$ cat src/rtl/i2s_frame_scheduler.sv
// Dual PCM5102A I2S frame scheduler: one sample triple per frame, L/R on DAC1,
// Center on both slots of DAC2, zero-filled frames when the producer underruns.
module i2s_frame_scheduler #(
  parameter int SAMPLE_W = 16,
  parameter int BCK_DIV  = 4
) (
  input  logic                clk,
  input  logic                rst_n,
  input  logic                en,
  input  logic [SAMPLE_W-1:0] sample_l,
  input  logic [SAMPLE_W-1:0] sample_r,
  input  logic [SAMPLE_W-1:0] sample_c,
  input  logic                sample_valid,
  output logic                sample_ready,
  output logic                bck_dac1,
  output logic                lck_dac1,
  output logic                din_dac1,
  output logic                bck_dac2,
  output logic                lck_dac2,
  output logic                din_dac2,
  output logic                busy,
  output logic                underrun,
  output logic [15:0]         underrun_cnt
);

  localparam int FRAME_W = 2 * SAMPLE_W;
  localparam int SLOT_W  = (FRAME_W > 2) ? $clog2(FRAME_W) : 1;
  localparam int DIV_W   = (BCK_DIV > 1) ? $clog2(BCK_DIV) : 1;

  localparam logic [SLOT_W-1:0] SLOT_LAST = SLOT_W'(FRAME_W - 1);
  localparam logic [SLOT_W-1:0] SLOT_HALF = SLOT_W'(SAMPLE_W);
  localparam logic [DIV_W-1:0]  DIV_LAST  = DIV_W'(BCK_DIV - 1);

  typedef enum logic [1:0] {
    ST_IDLE,
    ST_WAIT,
    ST_RUN,
    ST_DRAIN
  } state_t;

  state_t              state_reg, state_next;
  logic [DIV_W-1:0]    div_reg, div_next;
  logic                bck_reg, bck_next;
  logic [SLOT_W-1:0]   slot_reg, slot_next;
  logic                lck_reg, lck_next;
  logic                din1_reg, din1_next;
  logic                din2_reg, din2_next;
  logic [FRAME_W-1:0]  sh1_reg, sh1_next;
  logic [FRAME_W-1:0]  sh2_reg, sh2_next;
  logic [SAMPLE_W-1:0] hold_l_reg, hold_l_next;
  logic [SAMPLE_W-1:0] hold_r_reg, hold_r_next;
  logic [SAMPLE_W-1:0] hold_c_reg, hold_c_next;
  logic                hold_full_reg, hold_full_next;
  logic                ready_reg, ready_next;
  logic                busy_reg, busy_next;
  logic                underrun_reg, underrun_next;
  logic [15:0]         underrun_cnt_reg, underrun_cnt_next;

  logic                tick;
  logic                fall;
  logic                accept;
  logic                frame_load;
  logic                take;
  logic [SLOT_W-1:0]   slot_inc;

  assign tick     = (div_reg == DIV_LAST);
  assign fall     = tick & bck_reg;
  assign accept   = sample_valid & ready_reg;
  assign slot_inc = slot_reg + 1'b1;

  always_ff @(posedge clk or negedge rst_n) begin
    if (!rst_n) begin
      state_reg        <= ST_IDLE;
      div_reg          <= '0;
      bck_reg          <= 1'b0;
      slot_reg         <= '0;
      lck_reg          <= 1'b0;
      din1_reg         <= 1'b0;
      din2_reg         <= 1'b0;
      sh1_reg          <= '0;
      sh2_reg          <= '0;
      hold_l_reg       <= '0;
      hold_r_reg       <= '0;
      hold_c_reg       <= '0;
      hold_full_reg    <= 1'b0;
      ready_reg        <= 1'b1;
      busy_reg         <= 1'b0;
      underrun_reg     <= 1'b0;
      underrun_cnt_reg <= '0;
    end else begin
      state_reg        <= state_next;
      div_reg          <= div_next;
      bck_reg          <= bck_next;
      slot_reg         <= slot_next;
      lck_reg          <= lck_next;
      din1_reg         <= din1_next;
      din2_reg         <= din2_next;
      sh1_reg          <= sh1_next;
      sh2_reg          <= sh2_next;
      hold_l_reg       <= hold_l_next;
      hold_r_reg       <= hold_r_next;
      hold_c_reg       <= hold_c_next;
      hold_full_reg    <= hold_full_next;
      ready_reg        <= ready_next;
      busy_reg         <= busy_next;
      underrun_reg     <= underrun_next;
      underrun_cnt_reg <= underrun_cnt_next;
    end
  end

  always_comb begin
    state_next        = state_reg;
    div_next          = div_reg;
    bck_next          = bck_reg;
    slot_next         = slot_reg;
    lck_next          = lck_reg;
    din1_next         = din1_reg;
    din2_next         = din2_reg;
    sh1_next          = sh1_reg;
    sh2_next          = sh2_reg;
    hold_l_next       = hold_l_reg;
    hold_r_next       = hold_r_reg;
    hold_c_next       = hold_c_reg;
    hold_full_next    = hold_full_reg;
    underrun_next     = 1'b0;
    underrun_cnt_next = underrun_cnt_reg;
    frame_load        = 1'b0;
    take              = 1'b0;

    case (state_reg)
      ST_IDLE: begin
        div_next  = '0;
        bck_next  = 1'b0;
        slot_next = '0;
        lck_next  = 1'b0;
        din1_next = 1'b0;
        din2_next = 1'b0;
        if (en) state_next = ST_WAIT;
      end

      ST_WAIT: begin
        if (!en) begin
          state_next = ST_IDLE;
        end else if (hold_full_reg) begin
          state_next = ST_RUN;
          frame_load = 1'b1;
          div_next   = '0;
          bck_next   = 1'b0;
          slot_next  = '0;
          lck_next   = 1'b0;
          din1_next  = 1'b0;
          din2_next  = 1'b0;
        end
      end

      ST_RUN: begin
        div_next = tick ? '0 : div_reg + 1'b1;
        if (tick) bck_next = ~bck_reg;
        // Serial data is MSB-first; the bit leaving the shifter at the wrap is
        // the previous right LSB, which gives the one-slot I2S delay for free.
        if (fall) begin
          din1_next = sh1_reg[FRAME_W-1];
          din2_next = sh2_reg[FRAME_W-1];
          sh1_next  = {sh1_reg[FRAME_W-2:0], 1'b0};
          sh2_next  = {sh2_reg[FRAME_W-2:0], 1'b0};
          if (slot_reg == SLOT_LAST) begin
            slot_next = '0;
            lck_next  = 1'b0;
            if (en) frame_load = 1'b1;
            else    state_next = ST_DRAIN;
          end else begin
            slot_next = slot_inc;
            lck_next  = (slot_inc >= SLOT_HALF);
          end
        end
      end

      ST_DRAIN: begin
        div_next = tick ? '0 : div_reg + 1'b1;
        if (tick) bck_next = ~bck_reg;
        if (fall) begin
          state_next = ST_IDLE;
          din1_next  = 1'b0;
          din2_next  = 1'b0;
        end
      end

      default: state_next = ST_IDLE;
    endcase

    // A sample arriving on the wrap edge itself is too late for this frame.
    if (frame_load) begin
      if (hold_full_reg) begin
        sh1_next = {hold_l_reg, hold_r_reg};
        sh2_next = {hold_c_reg, hold_c_reg};
        take     = 1'b1;
      end else begin
        sh1_next      = '0;
        sh2_next      = '0;
        underrun_next = 1'b1;
        if (underrun_cnt_reg != 16'hFFFF) underrun_cnt_next = underrun_cnt_reg + 16'd1;
      end
    end

    if (take) hold_full_next = 1'b0;
    if (accept) begin
      hold_full_next = 1'b1;
      hold_l_next    = sample_l;
      hold_r_next    = sample_r;
      hold_c_next    = sample_c;
    end
  end

  assign ready_next = ~hold_full_next;
  assign busy_next  = (state_next == ST_RUN) || (state_next == ST_DRAIN);

  assign sample_ready = ready_reg;
  assign bck_dac1     = bck_reg;
  assign bck_dac2     = bck_reg;
  assign lck_dac1     = lck_reg;
  assign lck_dac2     = lck_reg;
  assign din_dac1     = din1_reg;
  assign din_dac2     = din2_reg;
  assign busy         = busy_reg;
  assign underrun     = underrun_reg;
  assign underrun_cnt = underrun_cnt_reg;

endmodule

$ cat config.mk
export PLATFORM = sky130hd
export DESIGN_NAME = i2s_frame_scheduler
export DESIGN_NICKNAME = d
export VERILOG_FILES = /design/src/rtl/i2s_frame_scheduler.sv
export SDC_FILE = /design/constraint.sdc
export NUM_CORES = 1
export LEC_CHECK = 0
export ABC_AREA = 1
export CAP_MARGIN = 20
export CORE_ASPECT_RATIO = 0.8
export CORE_UTILIZATION = 57
export DETAILED_ROUTE_END_ITERATION = 10
export PLACE_DENSITY = 0.81
export REMOVE_ABC_BUFFERS = 1
export SLEW_MARGIN = 20
export SYNTH_ARGS = -nofsm -noshare
export SYNTH_HDL_FRONTEND = slang
export SYNTH_SLANG_ARGS = --single-unit
$ cat constraint.sdc
create_clock -name clk -period 2.2 [get_ports clk]
set_input_delay 0.33 -clock clk [delete_from_list [all_inputs] [get_ports clk]]
set_output_delay 0.33 -clock clk [all_outputs]
set_load 0.01 [all_outputs]
==> metrics.csv <==
stage,metric,value,unit
timing,hold_viol_final,0,
cts,insertion_delay,0.42,ns
synth,synth_top_flop_cell,dfrtp_1,
detailed_routing,initialDrtViolationCount,424,
cts,cts_tree,built,
grt,grt_pass1_vias,5499,
finish,layout_commonest_cell,nand2_1,
critical_path,crit_required,2.50,ns
grt,antenna_found_initial,0,
place,io_buffers,76,
timing,fin_skew,0.0116,ns
place,place_hpwl,9540,µm
power_and_ir_drop,p_seq_share,41.9,%
cts,cts.sinks,143,
timing,setup_tns,0,ns
critical_path,arrival,2.29,ns
synth,ys_seq_area_share,51.7,%
die,fp.dieH,101,µm
synth,async_flop_share,100,%
cts,cts.clk_slew.worst_paths,0.06,ns
timing,fmax,501,MHz
synth,syn_area,6920,µm²
die,die_width,125,µm
finish,final_layout_size_suffix_gt1_share,13.8,%
critical_path,critical_path_class,register to register,
finish,n_antenna_cell,0,
grt,grt.total_usage,25.9,%
place,place_congestion,0.863,
power_and_ir_drop,irDropWorstVdd,0.000926,V
power_and_ir_drop,leakagePower,4.15,nW
power_and_ir_drop,netSwitchingFraction,34.8,%
synth,synth_area_leaders,"dfrtp_1, nand2_1, mux2_2",
timing,final-max-slew-violation-count,0,
power_and_ir_drop,clockPowerShare,26.2,%
timing,finalCritPeriodShare,90.7,%
timing,post-route-min-period,2.00,ns
synth,synth_edf_count,0,
critical_path,critPathLaunchType,register,
timing,finalSetupViolCount,0,
finish,area_growth,22.0,%
power_and_ir_drop,p_switching,0.00358,W
grt,grt_max_degree,65,
finish,final_area,8440,µm²
synth,yosysTopAreaCellShare,51.3,%
timing,rsz0062_at_grt,false,
detailed_routing,drt_wl_total,15100,µm
detailed_routing,drt-pass1-iter-count,9,
finish,mostFrequentLayoutCells,"nand2_1, dfrtp_1, clkdlybuf4s50_1",
place,place_area,7800,µm²
timing,layout_setup_ws,0.205,ns
cts,cts-root-buf,clkbuf_16,
timing,tightest_slew,0.516,ns
run_status,violations,DRC,
detailed_routing,viasPerCell,5.67,
cts,cts_buffers,17,
power_and_ir_drop,power,0.0103,W
die,pin_count,77,
power_and_ir_drop,intPower,0.00670,W
finish,fill_cells,818,
detailed_routing,ant_nets,0,
finish,final_core_util,72.2,%
timing,slew_headroom,65.6,%
synth,yosys_warnings,0,
synth,ys_seq_elements,143,
power_and_ir_drop,p_comb_share,31.8,%
synth,avgSynthCellArea,8.84,µm²
power_and_ir_drop,p_per_area,1220,nW/µm²
die,die_area,12600,µm²
cts,h-tree-depth,4,
detailed_routing,wire_per_inst,14.8,µm
job,cap_violations,0,
grt,overflow,0,
finish,nNetsFinal,916,
detailed_routing,drc_errors,8,
critical_path,end_kind,register,
die,core_region_area,11700,µm²
synth,synthCells,783,
cts,cts_buffer_depth,2,
detailed_routing,via_count,5764,
grt,grt_first_pass_wirelength,25800,µm
synth,synth_top_area_cell,dfrtp_1,
critical_path,crit_path_max_fanout,17,
run_status,outcome,"finished, violations left",
min_path,hp-class,input port to async pin,
die,num_rows,35,
die,initial_core_util,59.2,%
synth,synth_cell_types,30,
place,pre_cts_ws,0.112,ns
## what timing repair did
action | in CTS | in global routing
endpoints found under the setup margin | 0 | 67
resized for setup | 0 | 3
buffers inserted | 0 | 5
hold endpoints to repair | 40 | 0
hold buffers | 1 | 0
## critical path: stages (launching register included)
cell and delay, ns:
dfrtp_1 0.37, ha_1 0.19, nand2_1 0.10, nor2_1 0.11
ha_2 0.21, nand4_1 0.13, nand2_2 0.17, nand2_4 0.16
buf_12 0.19, nand2_1 0.07, nand2_1 0.06, nand2_1 0.07
nand2_1 0.06
## logic make-up (layout without fill, tap and decap cells)
kind of cell	after synthesis	after routing	share of synthesized area (%)
flops	143	143	51.7
compound gates	39	39	3.13
fa+ha+maj	8	8	1.45
buf+inv	73	159	5.24
simple gates	464	464	29.6
xor+xnor	8	8	1.01
mux	48	48	7.81
## layout make-up
| type | count | area [µm²] | share of cell area (%) |
|---|---|---|---|
| Tap cell | 148 | 185 | 2.19 |
| Inverter | 29 | 109 | 1.29 |
| Clock inverter | 13 | 114 | 1.35 |
| Multi-Input combinational cell | 567 | 2990 | 35.4 |
| Clock buffer | 19 | 443 | 5.25 |
| Timing Repair Buffer | 98 | 1020 | 12.1 |
| Sequential cell | 143 | 3580 | 42.4 |
## per-layer routing
metal  share of wire, %  vias up  global-route usage [%]
li1                   -     2716                       -
met1                 43     2754                    33.6
met2                 49      261                    43.8
met3                6.6       33                    5.84
met4                1.6        0                    7.79
met5                  0        -                       0
## through the flow
stage / hold slack, ns / std cells
global placement: 0.269 / 979
detailed placement: 0.271 / 979
global route: 0.449 / 1017
floorplan: 0.0344 / 739
finish: 0.401 / 1017
CTS: 0.414 / 1012
## synth_stat cells, types with 2 or more instances
library cell / count
xor2_1: 6
buf_4: 6
mux2_2: 48
xnor2_1: 2
nand2_1: 307
a21oi_1: 6
buf_6: 4
nand2_2: 4
inv_2: 3
nor2_4: 2
o21ai_0: 20
clkbuf_1: 4
dfrtp_1: 142
nand3_1: 71
ha_1: 8
o21ai_1: 10
nand3b_1: 21
nand4_1: 33
inv_1: 26
nor2_2: 2
nor2_1: 22
buf_2: 28
## power by group through the flow
| stage | logic (W) | clock network [W] | registers [W] |
|---|---|---|---|
| 3_5_place_dp | 0.00320 | 0 | 0.00432 |
| 2_1_floorplan | 0.00215 | 0 | 0.00421 |
| 6_report | 0.00327 | 0.00270 | 0.00431 |
| 4_1_cts | 0.00324 | 0.00274 | 0.00430 |
| 5_1_grt | 0.00368 | 0.00285 | 0.00442 |
| 3_3_place_gp | 0.00304 | 0 | 0.00427 |
## path summary, 6_finish.rpt
kind                                         start                     endpoint  slack [ns]  depth (start not counted)
hold / removal                               rst_n  underrun_cnt[5]$_DFFE_PN0P_        0.40                          2
max in group asynchronous                    rst_n    hold_c_reg[2]$_DFFE_PN0P_        1.11                          3
min in group clk           sh2_reg[21]$_DFFE_PN0P_      sh2_reg[21]$_DFFE_PN0P_        0.48                          2
setup / recovery           slot_reg[1]$_DFFE_PN0P_       sh1_reg[1]$_DFFE_PN0P_        0.20                         12
setup reg to reg           slot_reg[1]$_DFFE_PN0P_       sh1_reg[1]$_DFFE_PN0P_        0.20                         12
hold reg to reg            sh2_reg[21]$_DFFE_PN0P_      sh2_reg[21]$_DFFE_PN0P_        0.48                          2
(Power assumes the default switching activity.)
